## src/rtl/sha3_pkg.sv

```systemverilog
// Shared constants and types for the SHA3 rate-block packer.
// Build option: PACKER_KECCAK_PAD_EN selects the original Keccak domain
// pad byte 0x01 instead of the FIPS-202 SHA3 pad byte 0x06.
package sha3_pkg;

   localparam int unsigned RATE_BYTES = 136;
   localparam int unsigned RATE_WORDS = 34;
   localparam int unsigned RATE_BITS  = RATE_BYTES * 8;
   localparam int unsigned WORD_W     = 32;
   localparam int unsigned LEN_W      = 32;
   localparam int unsigned CNT_W      = 6;
   localparam int unsigned BYTE_CNT_W = 8;
   localparam int unsigned PEND_W     = 2;

   localparam logic [7:0] PAD_END = 8'h80;
`ifdef PACKER_KECCAK_PAD_EN
   localparam logic [7:0] PAD_DOMAIN = 8'h01;
`else
   localparam logic [7:0] PAD_DOMAIN = 8'h06;
`endif

   typedef enum logic [1:0] {
      IDLE = 2'd0,
      FILL = 2'd1,
      PAD  = 2'd2,
      HOLD = 2'd3
   } state_t;

endpackage

```

## src/rtl/sha3_pad_gen.sv

```systemverilog
// Combinational pad insertion for the final rate block.
// Ports: blk_in    - block holding the message tail (unused bytes are zero)
//        pad_pos   - byte index just past the message (msglen mod 136)
//        blk_pad_c - blk_in with domain pad XORed at pad_pos and 0x80 at byte 135
// Build option: PACKER_KECCAK_PAD_EN (via sha3_pkg) selects the domain pad byte.
module sha3_pad_gen
   import sha3_pkg::*;
(
   input  logic [RATE_BITS-1:0] blk_in,
   input  logic [7:0]           pad_pos,
   output logic [RATE_BITS-1:0] blk_pad_c
);

   // XOR both pad bytes so a coinciding byte naturally becomes 0x86 / 0x81
   always_comb begin
      blk_pad_c = blk_in;
      for (int unsigned i = 0; i < RATE_BYTES; i++) begin
         if (pad_pos == 8'(i)) begin
            blk_pad_c[i*8 +: 8] = blk_in[i*8 +: 8] ^ PAD_DOMAIN;
         end
      end
      blk_pad_c[RATE_BITS-1 -: 8] = blk_pad_c[RATE_BITS-1 -: 8] ^ PAD_END;
   end

endmodule

```

## src/rtl/sha3_blk_packer.sv

```systemverilog
// Packs a byte message read as 32-bit little-endian FIFO words into padded
// 1088-bit SHA3 rate blocks.
// Ports: clk, rst (sync, active high)
//        start/msglen             - message start pulse and byte length
//        fifordy/fifoget/fifodout/fifovld - FIFO read side, data one cycle after get
//        blk_data/blk_vld/blk_rdy/blk_last - rate block output handshake
//        busy, done (pulse after last block accepted), err (sticky)
// Build option: PACKER_KECCAK_PAD_EN selects Keccak pad 0x01 instead of 0x06.
module sha3_blk_packer
   import sha3_pkg::*;
(
   input  logic                 clk,
   input  logic                 rst,
   input  logic                 start,
   input  logic [LEN_W-1:0]     msglen,
   input  logic                 fifordy,
   output logic                 fifoget,
   input  logic [WORD_W-1:0]    fifodout,
   input  logic                 fifovld,
   output logic [RATE_BITS-1:0] blk_data,
   output logic                 blk_vld,
   input  logic                 blk_rdy,
   output logic                 blk_last,
   output logic                 busy,
   output logic                 done,
   output logic                 err
);

   state_t                 state_q, state_d;
   logic [1:0]             tail_q, tail_d;
   logic [LEN_W-1:0]       rx_left_q, rx_left_d;
   logic [LEN_W-1:0]       req_left_q, req_left_d;
   logic [CNT_W-1:0]       blk_cnt_q, blk_cnt_d;
   logic [CNT_W-1:0]       blk_req_q, blk_req_d;
   logic [BYTE_CNT_W-1:0]  blk_bytes_q, blk_bytes_d;
   logic [PEND_W-1:0]      pend_q, pend_d;
   logic                   rst_dly_q;

   logic [RATE_BITS-1:0]   data_d;
   logic                   fifoget_d, blk_vld_d, blk_last_d, busy_d, done_d, err_d;

   logic                   vld_ok;
   logic [2:0]             nbytes;
   logic [WORD_W-1:0]      word_m;
   logic [LEN_W-1:0]       words;
   logic [RATE_BITS-1:0]   pad_c;

   sha3_pad_gen u_pad (
      .blk_in    (blk_data),
      .pad_pos   (blk_bytes_q),
      .blk_pad_c (pad_c)
   );

   // Next-state, counters and next-output values
   always_comb begin
      state_d     = state_q;
      tail_d      = tail_q;
      rx_left_d   = rx_left_q;
      req_left_d  = req_left_q;
      blk_cnt_d   = blk_cnt_q;
      blk_req_d   = blk_req_q;
      blk_bytes_d = blk_bytes_q;
      data_d      = blk_data;
      fifoget_d   = 1'b0;
      blk_vld_d   = blk_vld;
      blk_last_d  = blk_last;
      done_d      = 1'b0;
      err_d       = err;
      busy_d      = 1'b0;

      words  = LEN_W'(msglen[LEN_W-1:2]) + LEN_W'(|msglen[1:0]);
      vld_ok = fifovld && (pend_q != '0);
      pend_d = pend_q + PEND_W'(fifoget) - PEND_W'(vld_ok);

      // Final word keeps only the bytes that belong to the message
      nbytes = ((rx_left_q == LEN_W'(1)) && (tail_q != 2'd0)) ? {1'b0, tail_q} : 3'd4;
      word_m = fifodout;
      for (int unsigned j = 0; j < 4; j++) begin
         if (3'(j) >= nbytes) begin
            word_m[j*8 +: 8] = 8'h00;
         end
      end

      // Data arriving in the first cycle after reset belongs to an abandoned get
      if (fifovld && (pend_q == '0) && !rst_dly_q) begin
         err_d = 1'b1;
      end
      if (start && (state_q != IDLE)) begin
         err_d = 1'b1;
      end

      case (state_q)
         IDLE: begin
            if (start) begin
               state_d     = FILL;
               tail_d      = msglen[1:0];
               rx_left_d   = words;
               req_left_d  = words;
               blk_cnt_d   = '0;
               blk_req_d   = '0;
               blk_bytes_d = '0;
               data_d      = '0;
               blk_last_d  = 1'b0;
            end
         end

         FILL: begin
            if (vld_ok && (rx_left_q != '0) && (blk_cnt_q < CNT_W'(RATE_WORDS))) begin
               for (int unsigned i = 0; i < RATE_WORDS; i++) begin
                  if (blk_cnt_q == CNT_W'(i)) begin
                     data_d[i*WORD_W +: WORD_W] = word_m;
                  end
               end
               blk_cnt_d   = blk_cnt_q + CNT_W'(1);
               blk_bytes_d = blk_bytes_q + BYTE_CNT_W'(nbytes);
               rx_left_d   = rx_left_q - LEN_W'(1);
            end
            if (fifordy && (blk_req_q < CNT_W'(RATE_WORDS)) && (req_left_q != '0)) begin
               fifoget_d  = 1'b1;
               blk_req_d  = blk_req_q + CNT_W'(1);
               req_left_d = req_left_q - LEN_W'(1);
            end
            // A message ending exactly on a block boundary still needs a pad-only block
            if ((rx_left_q == '0) &&
                !((blk_cnt_q == CNT_W'(RATE_WORDS)) && (blk_bytes_q == BYTE_CNT_W'(RATE_BYTES)))) begin
               state_d = PAD;
            end else if (blk_cnt_q == CNT_W'(RATE_WORDS)) begin
               state_d   = HOLD;
               blk_vld_d = 1'b1;
            end
         end

         PAD: begin
            data_d     = pad_c;
            blk_last_d = 1'b1;
            blk_vld_d  = 1'b1;
            state_d    = HOLD;
         end

         HOLD: begin
            if (blk_rdy) begin
               blk_vld_d = 1'b0;
               if (blk_last) begin
                  state_d    = IDLE;
                  done_d     = 1'b1;
                  blk_last_d = 1'b0;
               end else begin
                  state_d     = FILL;
                  data_d      = '0;
                  blk_cnt_d   = '0;
                  blk_req_d   = '0;
                  blk_bytes_d = '0;
               end
            end
         end

         default: state_d = IDLE;
      endcase

      busy_d = (state_d != IDLE);
   end

   // State and output registers
   always_ff @(posedge clk) begin
      if (rst) begin
         state_q     <= IDLE;
         tail_q      <= '0;
         rx_left_q   <= '0;
         req_left_q  <= '0;
         blk_cnt_q   <= '0;
         blk_req_q   <= '0;
         blk_bytes_q <= '0;
         pend_q      <= '0;
         rst_dly_q   <= 1'b1;
         blk_data    <= '0;
         fifoget     <= 1'b0;
         blk_vld     <= 1'b0;
         blk_last    <= 1'b0;
         busy        <= 1'b0;
         done        <= 1'b0;
         err         <= 1'b0;
      end else begin
         state_q     <= state_d;
         tail_q      <= tail_d;
         rx_left_q   <= rx_left_d;
         req_left_q  <= req_left_d;
         blk_cnt_q   <= blk_cnt_d;
         blk_req_q   <= blk_req_d;
         blk_bytes_q <= blk_bytes_d;
         pend_q      <= pend_d;
         rst_dly_q   <= 1'b0;
         blk_data    <= data_d;
         fifoget     <= fifoget_d;
         blk_vld     <= blk_vld_d;
         blk_last    <= blk_last_d;
         busy        <= busy_d;
         done        <= done_d;
         err         <= err_d;
      end
   end

endmodule

```

## config.mk

```make
export PLATFORM = sky130hd
export DESIGN_NAME = sha3_blk_packer
export DESIGN_NICKNAME = d
export VERILOG_FILES = /design/src/rtl/sha3_pkg.sv /design/src/rtl/sha3_pad_gen.sv /design/src/rtl/sha3_blk_packer.sv
export SDC_FILE = /design/constraint.sdc
export NUM_CORES = 2
export LEC_CHECK = 0
export CAP_MARGIN = 20
export CORE_AREA = 2 2 455 457
export DETAILED_ROUTE_END_ITERATION = 16
export DIE_AREA = 0 0 457 459
export DONT_BUFFER_PORTS = 1
export PLACE_DENSITY_LB_ADDON = 0.2
export SYNTH_ARGS = -nofsm -noshare
export SYNTH_HDL_FRONTEND = slang
export SYNTH_SLANG_ARGS = --single-unit
```

## constraint.sdc

```tcl
create_clock -name clk -period 3.8 [get_ports clk]
set_input_delay 0.19 -clock clk [delete_from_list [all_inputs] [get_ports clk]]
set_output_delay 0.19 -clock clk [all_outputs]
set_load 0.01 [all_outputs]
```

-- After elaboration in Yosys (flattened, before gate mapping)
Index checks and enable logic that the tools add are counted.
- flip-flop bits (word level): 1185
- bits of input ports: 70
- output and inout bits: 1094
- $add $sub $neg: 8
- $lt $le $gt $ge: 6
- equality and inequality tests: 351
- muxes and demuxes: 214
- bitwise logic cells: 141
- reductions and logical operators: 210
- operator list (kind ; count):
    $mux 1088 ; 4
    $pmux 1088 s4 ; 1
    $mux 32 ; 37
    $reduce_and 6->1 ; 170
    $eq 8x7->1 const B ; 64
    $mux 3 ; 137
    $ne 2x1->1 const B ; 136
    $not 2->2 ; 136
    $eq 8x6->1 const B ; 32
    $eq 8x5->1 const B ; 16
    $pmux 32 s2 ; 2
    $eq 6x5->1 const B ; 16
    $ne 2x2->1 const B ; 41
    $eq 8x8->1 const B ; 9
    $eq 8x4->1 const B ; 8
    $mux 8 ; 8
    $reduce_bool 32->1 ; 2
    $sub 32x1->32 const B ; 2
    $eq 6x4->1 const B ; 8
    $pmux 6 s3 ; 2
    $eq 32x1->1 const B ; 1
    $eq 8x3->1 const B ; 4
    $logic_not 32->1 ; 1
    $add 30x1->31 ; 1
    other kinds (35) ; 92

-- Depth between registers and ports, before layout
- depth after elaboration: 8
- gate-level depth with buffers: 12

-- Modules after synthesis
A second synthesis with hierarchy kept.
- cell total of the unflattened synthesis: 6994
- area, all modules: 59111.7 um^2
- by module, submodules not included (module ; times used ; cells an instance ; area an instance (um^2) ; sequential area each (um^2)):
    sha3_blk_packer ; 1 ; 5714 ; 49545.0 ; 23722.8
    sha3_pad_gen ; 1 ; 1280 ; 9566.7 ; 0.0

-- Least setup slack after synthesis
Ideal clock, no wire load.
- path kind: flip-flop to flip-flop
- from: register rx_left_q[9]
- to: register blk_bytes_q[3]
- data arrival time: 3041 ps
- required time: 3729 ps
- setup slack: 689 ps
- stages on the path, launching flop included: 11
- clock period less this slack: 3111 ps
- cell sequence: dfxtp_1 or4_1 buf_2 or4_4 nor4b_4 o21ai_0 ha_1 o211ai_1 o21a_1 or3_1 a21oi_1
- word-level cells in the longest chain between the ends: 6
- elaborated cells on any way between the ends: 11
- those cells by class: add/sub: 1; eq/ne: 2; mux: 3; reduce/logical: 5
- RTL lines (what ; RTL line ; source):
    from (decl) ; sha3_blk_packer.sv:31 ; logic [LEN_W-1:0] rx_left_q, rx_left_d;
    from (signal assigned) ; sha3_blk_packer.sv:185 ; rx_left_q <= rx_left_d;
    $eq 32x1->1 ; sha3_blk_packer.sv:76 ; nbytes = ((rx_left_q == LEN_W'(1)) && (tail_q != 2'd0)) ? {1'b0, tail_q} : 3'd4;
    $logic_and 1x1->1 ; sha3_blk_packer.sv:76 ;
    $mux 3 ; sha3_blk_packer.sv:76 ;
    $add 8x3->8 ; sha3_blk_packer.sv:115 ; blk_bytes_d = blk_bytes_q + BYTE_CNT_W'(nbytes);
    $mux 8 ; sha3_blk_packer.sv:108 ; if (vld_ok && (rx_left_q != '0) && (blk_cnt_q < CNT_W'(RATE_WORDS))) begin
    $pmux 8 s3 ; sha3_blk_packer.sv:92 ; case (state_q)
    to (signal assigned) ; sha3_blk_packer.sv:189 ; blk_bytes_q <= blk_bytes_d;
    to (decl) ; sha3_blk_packer.sv:35 ; logic [BYTE_CNT_W-1:0] blk_bytes_q, blk_bytes_d;
Parallel ways exist; a longest one is shown, timed or not. The select of a mux whose other input is x is not followed.
A chain may end at the register's enable or synchronous reset.

-- Worst setup path in the final report
- from: register state_q[1]
- to: register blk_data[222]
- word-level cells in the longest chain between the ends: 3
- elaborated cells on any way between the ends: 12
- those cells by class: eq/ne: 8; mux: 1; bitwise: 1; reduce/logical: 2
- RTL lines (what ; RTL line ; source):
    from (decl) ; sha3_blk_packer.sv:29 ; state_t state_q, state_d;
    from (signal assigned) ; sha3_blk_packer.sv:183 ; state_q <= state_d;
    $eq 2x1->1, or another cell as far along ; sha3_blk_packer.sv:92 ;
    $ne 2x2->1 (no line) / $not 1->1 (equally long branches) ; - ;
    $reduce_and 6->1 (no line) ; - ;
    to (signal assigned) ; sha3_blk_packer.sv:192 ; blk_data <= data_d;
    to (decl) ; sha3_blk_packer.sv:20 ; output logic [RATE_BITS-1:0] blk_data,
Parallel ways exist; a longest one is shown, timed or not.

==> impl_metrics.json <==
{
  "cts_buffer_depth": 3,
  "async_flop_share": 0,
  "worst_pin_slew_ps": 1150,
  "worstReg2RegEnd": "blk_data[222]",
  "arrival_ps": 4110,
  "setup-tns-final_ps": 0,
  "portBuffers": 0,
  "ys_warn_count": 0,
  "reg2reg_slack_ps": 410,
  "grt_pass1_vias": 39427,
  "post-cts-setup-buffers": 0,
  "top_layer_used": "met5",
  "end_kind": "register",
  "h-tree-depth": 4,
  "numCtsBuffers": 140,
  "r2r_start": "state_q[1]",
  "grt_usage": 0.213,
  "cp_max_fo": 24,
  "num_io_pins": 1164,
  "synth_cells": 5648,
  "p_leak_uw": 0.0245,
  "dp_hpwl_mm": 166,
  "place_inst": 8014,
  "ff2ff_path_depth": 9,
  "dr_wl_met3_mm": 23.0,
  "start_kind": "register",
  "clock_skew_ps": 36.7,
  "clock_sinks": 1185,
  "gr-total-overflow": 0,
  "grt_antenna_before_repair": 14,
  "synth_edf_count": 0,
  "hold_class": "input pin to register",
  "slew_headroom": 0.232,
  "num-nets-final": 5627,
  "dieArea_mm2": 0.210,
  "final_cells": 8342,
  "cts_tree": "built",
  "drive_gt1_frac": 0.0813,
  "area_growth_pct": 16.7,
  "coreArea_mm2": 0.206,
  "syn-cell-area_mm2": 0.0509,
  "min_period_ps": 3390,
  "setup_violations": 0,
  "synth-seq-cells": 1185,
  "start_util": 0.247,
  "status": "complete, no violations",
  "maxCapViolations": 0,
  "dr_wl_met2_mm": 110,
  "post-route-period-util": 0.893,
  "row_count": 167,
  "yosysSeqAreaShare": 0.466,
  "ir_drop_mv": 0.477,
  "root_buffer": "clkbuf_16",
  "layout_commonest_cell": "nand2_1",
  "grt_pass1_wl_mm": 323,
  "synth_fp_nets": 5739,
  "hp-start": "fifodout[1]",
  "hold-path-endpoint": "blk_data[257]",
  "wl_met1_mm": 94.9,
  "synth_area_per_cell_um2": 9.01,
  "grt_setup_unrepaired": "no",
  "dr.pass1.iters": 5,
  "viasPerCell": 5.00,
  "critPathRequiredTime_ps": 4520,
  "die_h_um": 459,
  "die_w_um": 457,
  "hold_viol_final": 0,
  "fmax_mhz": 295,
  "synth.distinct_cells": 76,
  "drc": 0,
  "grt_max_degree": 206,
  "wl_per_cell_um": 28.1,
  "ant_nets": 0,
  "most-common-layout-cells": "1211 x nand2_1, 1185 x dfxtp_1, 1080 x mux2i_1",
  "hold_depth": 3,
  "maxSlewViolCount": 0,
  "routed_wl_mm": 235,
  "drt_iter0_drc": 3741,
  "critPathKind": "register to register",
  "clkLatencyLatePin_ps": 820,
  "clk_pin_slew_ps": 50,
  "synthFlopType": "dfxtp_1",
  "vias": 41684,
  "gp_congestion": 0.887,
  "power_density_mw_per_mm2": 606
}
[cell type report]
| type | count | area [um^2] |
|---|---|---|
| diodes | 7 | 17.5 |
| clock buffers | 205 | 4010 |
| clock inverters | 32 | 574 |
| fillers | 21614 | 146000 |
| inverters | 44 | 180 |
| multi-input cells | 3930 | 24800 |
| flip-flops and latches | 1185 | 23700 |
| well taps | 2704 | 3380 |
| repair buffers | 235 | 2650 |
[where the power goes]
group          switching, uW  internal [uW]  total (uW)  leakage (uW)
combinational           5630           3050        8680        0.0127
clock                   5780           7910       13700       0.00222
sequential               696          12900       13600       0.00956
total                  12100          23900       36000        0.0245
[layer usage]
layer  up-vias  track usage
met2      1665        0.350
met3       314       0.0779
met5         -            0
met1     20590        0.259
li1      19113            -
met4         2       0.0651
[flip-flops by register name, summed over array words and instances, names as in the netlist, 2 cells and up]
signal and flops:
blk_bytes_q 8, blk_cnt_q 6, blk_data 1088, blk_req_q 6, pend_q 2, req_left_q 32, rx_left_q 32, state_q 2
tail_q 2
[metrics by stage]
stage | hold slack, ps | instance area, um^2 | power [uW] | setup slack, ps | utilization
final | 70.8 | 59400 | 36000 | 407 | 0.289
after global routing | 55.4 | 59400 | 37200 | 209 | 0.289
after CTS | 1.37 | 59300 | 36300 | 409 | 0.289
after detailed placement | 242 | 53900 | 22500 | 422 | 0.262
after global placement | 243 | 53800 | 22400 | 307 | 0.262
after floorplan | 218 | 50900 | 19400 | 689 | -
[cell families (layout without fill, tap and decap cells)]
logic type | count (synthesis) | in the layout | share of synthesized area
compound gates | 759 | 759 | 0.0826
xor+xnor | 28 | 28 | 0.00482
fa+ha+maj | 21 | 21 | 0.00517
buf+inv | 533 | 516 | 0.0497
flops | 1185 | 1185 | 0.466
mux | 1081 | 1081 | 0.213
other cells | 0 | 7 | 0
simple gates | 2041 | 2041 | 0.179
[worst max-delay path by stage]
stage / start / endpoint / depth (start not counted)
after global placement: state_q[0] / blk_data[994] / 9
after global routing: state_q[0] / blk_data[620] / 9
after detailed placement: state_q[0] / blk_data[608] / 9
final: state_q[1] / blk_data[222] / 9
after CTS: state_q[0] / blk_data[608] / 9
after floorplan: rx_left_q[9] / blk_bytes_q[3] / 10
[synth_stat cells, drive strengths merged (10+ instances only)]
cell type / n / share of area
a21oi: 147 / 0.014
a31oi: 39 / 0.0049
and2: 14 / 0.0017
and3: 12 / 0.0015
and4: 48 / 0.0083
buf: 130 / 0.020
clkbuf: 359 / 0.027
dfxtp: 1185 / 0.47
ha: 21 / 0.0052
inv: 42 / 0.0031
mux2i: 1080 / 0.21
nand2: 1236 / 0.091
nand2b: 15 / 0.0018
nand3: 108 / 0.016
nand4: 66 / 0.0081
nor2: 375 / 0.028
nor2b: 14 / 0.0017
nor3: 53 / 0.0055
nor4: 31 / 0.0042
o21ai: 472 / 0.046
or3: 17 / 0.0022
or4: 18 / 0.0028
xnor2: 18 / 0.0031
xor2: 10 / 0.0017
[worst max-delay path, cell delays in order, from the launching register on]
cell and delay [ps]:
dfxtp_1 350, inv_1 150, ha_1 360, nor2b_1 570
nor4_2 100, buf_4 220, a31oi_1 480, inv_1 200
nand3_4 510, mux2i_1 260
[repair_timing]
action / CTS / global route
hold endpoints to repair: 964 / 0
resized for setup: 0 / 0
hold buffers: 83 / 0
No activity file was read; power rests on OpenSTA's default activity.
